[src/rtl/reg_dump_reader.sv]
// Streams a run of consecutive register-file words out over valid/ready.
// Optional out_parity output when REG_DUMP_PARITY_EN is defined.
module reg_dump_reader #(
  parameter int unsigned DATA_W   = 16,
  parameter int unsigned ADDR_W   = 3,
  parameter int unsigned NUM_REGS = 8
) (
  input  logic              clk_n,
  input  logic              rst,
  input  logic              start,
  input  logic [ADDR_W-1:0] first_addr,
  input  logic [ADDR_W:0]   count,
  output logic              busy,
  output logic              done,
  output logic              rf_rd_en,
  output logic [ADDR_W-1:0] rf_addr,
  input  logic [DATA_W-1:0] rf_rdata,
  output logic              out_valid,
  input  logic              out_ready,
  output logic [DATA_W-1:0] out_data,
  output logic [ADDR_W-1:0] out_addr
`ifdef REG_DUMP_PARITY_EN
  ,
  output logic              out_parity
`endif
);

  localparam int unsigned CntW = ADDR_W + 1;
  localparam logic [ADDR_W:0]   NumRegsCnt = CntW'(NUM_REGS);
  localparam logic [ADDR_W-1:0] LastAddr   = ADDR_W'(NUM_REGS - 1);

  typedef enum logic [2:0] {StIdle, StIssue, StWait, StHold, StFin} state_e;

  state_e              state_q, state_d;
  logic [ADDR_W-1:0]   addr_q, addr_d;
  logic [ADDR_W-1:0]   rf_addr_q, rf_addr_d;
  logic [ADDR_W-1:0]   out_addr_q, out_addr_d;
  logic [ADDR_W:0]     rem_q, rem_d;
  logic [ADDR_W:0]     count_clamped;
  logic [DATA_W-1:0]   out_data_q, out_data_d;
  logic                out_valid_q, out_valid_d;

  assign count_clamped = (count > NumRegsCnt) ? NumRegsCnt : count;

  always_comb begin
    state_d     = state_q;
    addr_d      = addr_q;
    rf_addr_d   = rf_addr_q;
    out_addr_d  = out_addr_q;
    rem_d       = rem_q;
    out_data_d  = out_data_q;
    out_valid_d = out_valid_q;
    case (state_q)
      StIdle: begin
        if (start) begin
          if (count != '0) begin
            state_d   = StIssue;
            addr_d    = first_addr;
            rf_addr_d = first_addr;
            rem_d     = count_clamped;
          end else begin
            state_d = StFin;
          end
        end
      end
      StIssue: state_d = StWait;
      StWait: begin
        // Read data is valid exactly one edge after the ISSUE cycle.
        out_data_d  = rf_rdata;
        out_addr_d  = addr_q;
        out_valid_d = 1'b1;
        rem_d       = rem_q - 1'b1;
        addr_d      = (addr_q == LastAddr) ? '0 : addr_q + 1'b1;
        state_d     = StHold;
      end
      StHold: begin
        if (out_ready) begin
          out_valid_d = 1'b0;
          if (rem_q != '0) begin
            state_d   = StIssue;
            rf_addr_d = addr_q;
          end else begin
            state_d = StFin;
          end
        end
      end
      StFin:   state_d = StIdle;
      default: state_d = StIdle;
    endcase
  end

  always_ff @(negedge clk_n) begin
    if (rst) begin
      state_q     <= StIdle;
      addr_q      <= '0;
      rf_addr_q   <= '0;
      out_addr_q  <= '0;
      rem_q       <= '0;
      out_data_q  <= '0;
      out_valid_q <= 1'b0;
    end else begin
      state_q     <= state_d;
      addr_q      <= addr_d;
      rf_addr_q   <= rf_addr_d;
      out_addr_q  <= out_addr_d;
      rem_q       <= rem_d;
      out_data_q  <= out_data_d;
      out_valid_q <= out_valid_d;
    end
  end

  assign busy      = (state_q != StIdle);
  assign done      = (state_q == StFin);
  assign rf_rd_en  = (state_q == StIssue);
  assign rf_addr   = rf_addr_q;
  assign out_valid = out_valid_q;
  assign out_data  = out_data_q;
  assign out_addr  = out_addr_q;

`ifdef REG_DUMP_PARITY_EN
  logic out_parity_q;

  always_ff @(negedge clk_n) begin
    if (rst) begin
      out_parity_q <= 1'b0;
    end else if (state_q == StWait) begin
      out_parity_q <= ^rf_rdata;
    end
  end

  assign out_parity = out_parity_q;
`endif

endmodule

[config.mk]
export PLATFORM = sky130hd
export DESIGN_NAME = reg_dump_reader
export DESIGN_NICKNAME = d
export VERILOG_FILES = /design/src/rtl/reg_dump_reader.sv
export SDC_FILE = /design/constraint.sdc
export NUM_CORES = 1
export LEC_CHECK = 0
export CORE_UTILIZATION = 39
export CTS_BUF_LIST = sky130_fd_sc_hd__clkbuf_16
export CTS_CLUSTER_SIZE = 14
export DETAILED_ROUTE_END_ITERATION = 10
export PLACE_DENSITY = 0.79
export SKIP_CTS_REPAIR_TIMING = 1
export SLEW_MARGIN = 20
export SYNTH_ARGS = -nofsm -noshare
export SYNTH_HDL_FRONTEND = slang
export SYNTH_SLANG_ARGS = --single-unit
[constraint.sdc]
create_clock -name clk_n -period 1.8 [get_ports clk_n]
set_clock_uncertainty 0.2 [all_clocks]
set_input_delay 0.45 -clock clk_n [delete_from_list [all_inputs] [get_ports clk_n]]
set_output_delay 0.45 -clock clk_n [all_outputs]
set_load 0.01 [all_outputs]
==> impl_metrics.tcl <==
set metrics [dict create \
    status "complete, but fails checks" \
    violations "negative setup slack" \
    overflow 0 \
    antenna_found_initial 0 \
    clkSinkCount 33 \
    endpoint_kind "primary output" \
    clk_latency_ns 0.36 \
    globalplace.congestion 0.803 \
    p_per_area_nw_per_um2 928 \
    place_inst 287 \
    netlist_area_um2 1450 \
    drive_above_1_share 0.507 \
    drtIter0Drc 256 \
    syn-num-nets 212 \
    synth_cell_types 34 \
    worstMarginPinSlew_ns 0.316 \
    hold_viol 0 \
    die_h_um 63.0 \
    path_max_fanout 4 \
    grt_setup_unrepaired "true" \
    wl_um 5520 \
    ys_warn_count 0 \
    clock_path_buffers 2 \
    p_total_mw 2.68 \
    io_pins 53 \
    dr.pass1.iters 4 \
    die-area_um2 3970 \
    htree_levels 2 \
    grt_start_max_net_pins 21 \
    totalNegativeSetupSlack_ns -20.55 \
    path_class "reg2out" \
    cts_buffers 5 \
    arrival_ns 1.98 \
    grt_pass1_vias 1667 \
    setup_viol 38 \
    grtUsageTotal 0.210 \
    ant_nets 0 \
    dp.final_hpwl_um 2660 \
    hp-class "reg2reg" \
    die_w_um 63.0 \
    multi_input_area_um2 983 \
    wl_per_cell_um 16.4 \
    fillers 171 \
    core_um2 3440 \
    cts_tree "built" \
    diodes 0 \
    drc 0 \
    max-cap-violations 0 \
    row_count 21 \
    seq_area_um2 698 \
    path_clk_slew_ns 0.05 \
    ir_drop_mv 0.670 \
    viasPerCell 5.29 \
    start_util 0.421 \
    setup_ws_ns -0.829 \
    fin_cells 336 \
    port_buffers 52 \
    required_ns 1.15 \
    grt_pass1_wl_um 6620 \
    synth_cells 182 \
    syn_to_final_growth_pct 99.1 \
    power_leakage_nw 1.40 \
    cp-start-kind "flop" \
    max_slew_margin 0.789 \
    final_net_count 319 \
    ys_seq_area_frac 0.456 \
    root_buffer "clkbuf_16" \
    vias 1779 \
    avgSynthCellArea_um2 7.97 \
    final_max_slew_viol_count 0 \
    ys_seq_elements 33 \
]
per-layer routing:
layer	part of all wire	track usage
met4	0.018	0.140
met5	0	0
met3	0.044	0.0803
met1	0.44	0.225
met2	0.50	0.340
path summary, 6_finish.rpt:
kind          startpoint     endpoint  slack (ns)  depth (start not counted)
max           state_q[0]     rf_rd_en       -0.83                          2
min          out_data[4]  out_data[4]        0.26                          2
max reg2reg     rem_q[1]   rf_addr[0]       -0.02                          7
min reg2reg  out_data[4]  out_data[4]        0.26                          2
cells in the final DEF, fill, tap and decap left out, types with 4 or more instances in the layout:
master	instances
dlymetal6s2s_1	16
buf_4	18
nand2_1	44
clkbuf_16	5
buf_6	33
nor2_1	4
dfxtp_2	24
nor2_4	4
inv_1	42
a211oi_2	4
dfxtp_1	7
a21oi_2	21
registers in the layout, summed over array words and instances (netlist names):
register	count
rem_q	4
out_data	16
state_q	3
addr_q	3
out_valid	1
out_addr	3
rf_addr	3
synth_stat cells:
| master | instances | share of area |
|---|---|---|
| nand2_1 | 46 | 0.12 |
| dfxtp_1 | 33 | 0.46 |
| a21oi_1 | 23 | 0.079 |
| inv_1 | 9 | 0.023 |
| nor2_1 | 9 | 0.023 |
| a211oi_1 | 7 | 0.036 |
| clkbuf_1 | 6 | 0.016 |
| buf_2 | 5 | 0.017 |
| nor3_1 | 5 | 0.017 |
| nand3_1 | 4 | 0.014 |
| ha_1 | 3 | 0.026 |
| nor3b_1 | 3 | 0.016 |
| o21ai_0 | 3 | 0.010 |
| o22ai_1 | 3 | 0.013 |
| nand2b_1 | 2 | 0.0086 |
| nor2_2 | 2 | 0.0086 |
| o31ai_1 | 2 | 0.010 |
| a21boi_2 | 1 | 0.0078 |
| a221oi_1 | 1 | 0.0060 |
| a22oi_1 | 1 | 0.0052 |
| a31oi_1 | 1 | 0.0043 |
| and2_1 | 1 | 0.0043 |
| mux2i_1 | 1 | 0.0069 |
| nand3b_1 | 1 | 0.0052 |
| nand4_1 | 1 | 0.0043 |
| nor4_1 | 1 | 0.0043 |
| nor4b_1 | 1 | 0.0060 |
| o211a_1 | 1 | 0.0069 |
| o32ai_1 | 1 | 0.0060 |
| o41ai_4 | 1 | 0.019 |
| or2_2 | 1 | 0.0043 |
| or3_2 | 1 | 0.0052 |
| or4_1 | 1 | 0.0052 |
| xor2_1 | 1 | 0.0060 |
layout make-up:
type / count / share of cell area
multi-input cells: 130 / 0.341
repair buffers: 78 / 0.296
flip-flops and latches: 33 / 0.242
clock inverters: 36 / 0.0481
clock buffers: 5 / 0.0433
well taps: 46 / 0.0199
inverters: 8 / 0.0104
metrics by stage:
step	hold slack [ns]	setup slack, ns	util	instance area, um2
after global placement	0.245	-1.28	0.667	2300
after global routing	0.266	-0.869	0.839	2890
after CTS	0.252	-1.27	0.743	2560
final	0.261	-0.829	0.839	2890
after floorplan	0.262	-0.715	-	1690
after detailed placement	0.245	-1.36	0.667	2300
report_power, final:
group          internal [mW]  switching, mW
sequential             0.804         0.0624
combinational          0.325          0.307
clock                  0.606          0.575
total                   1.74          0.945
worst max-delay path, cell delays in order (launching register included):
cell and delay, ns:
dfxtp_4 0.38, nor3b_4 0.18, buf_2 0.16
kinds of logic (layout without fill, tap and decap cells):
kind of cell | Yosys count | in the layout | synth area share
buffers and inverters | 20 | 127 | 0.0561
muxes | 1 | 1 | 0.00690
xor gates and xnor gates | 1 | 1 | 0.00604
DFF | 33 | 33 | 0.456
AOI/OAI and AO/OA | 45 | 46 | 0.204
and+or+nand+nor | 79 | 79 | 0.245
adders and majority gates | 3 | 3 | 0.0259
(Power assumes the default switching activity.)
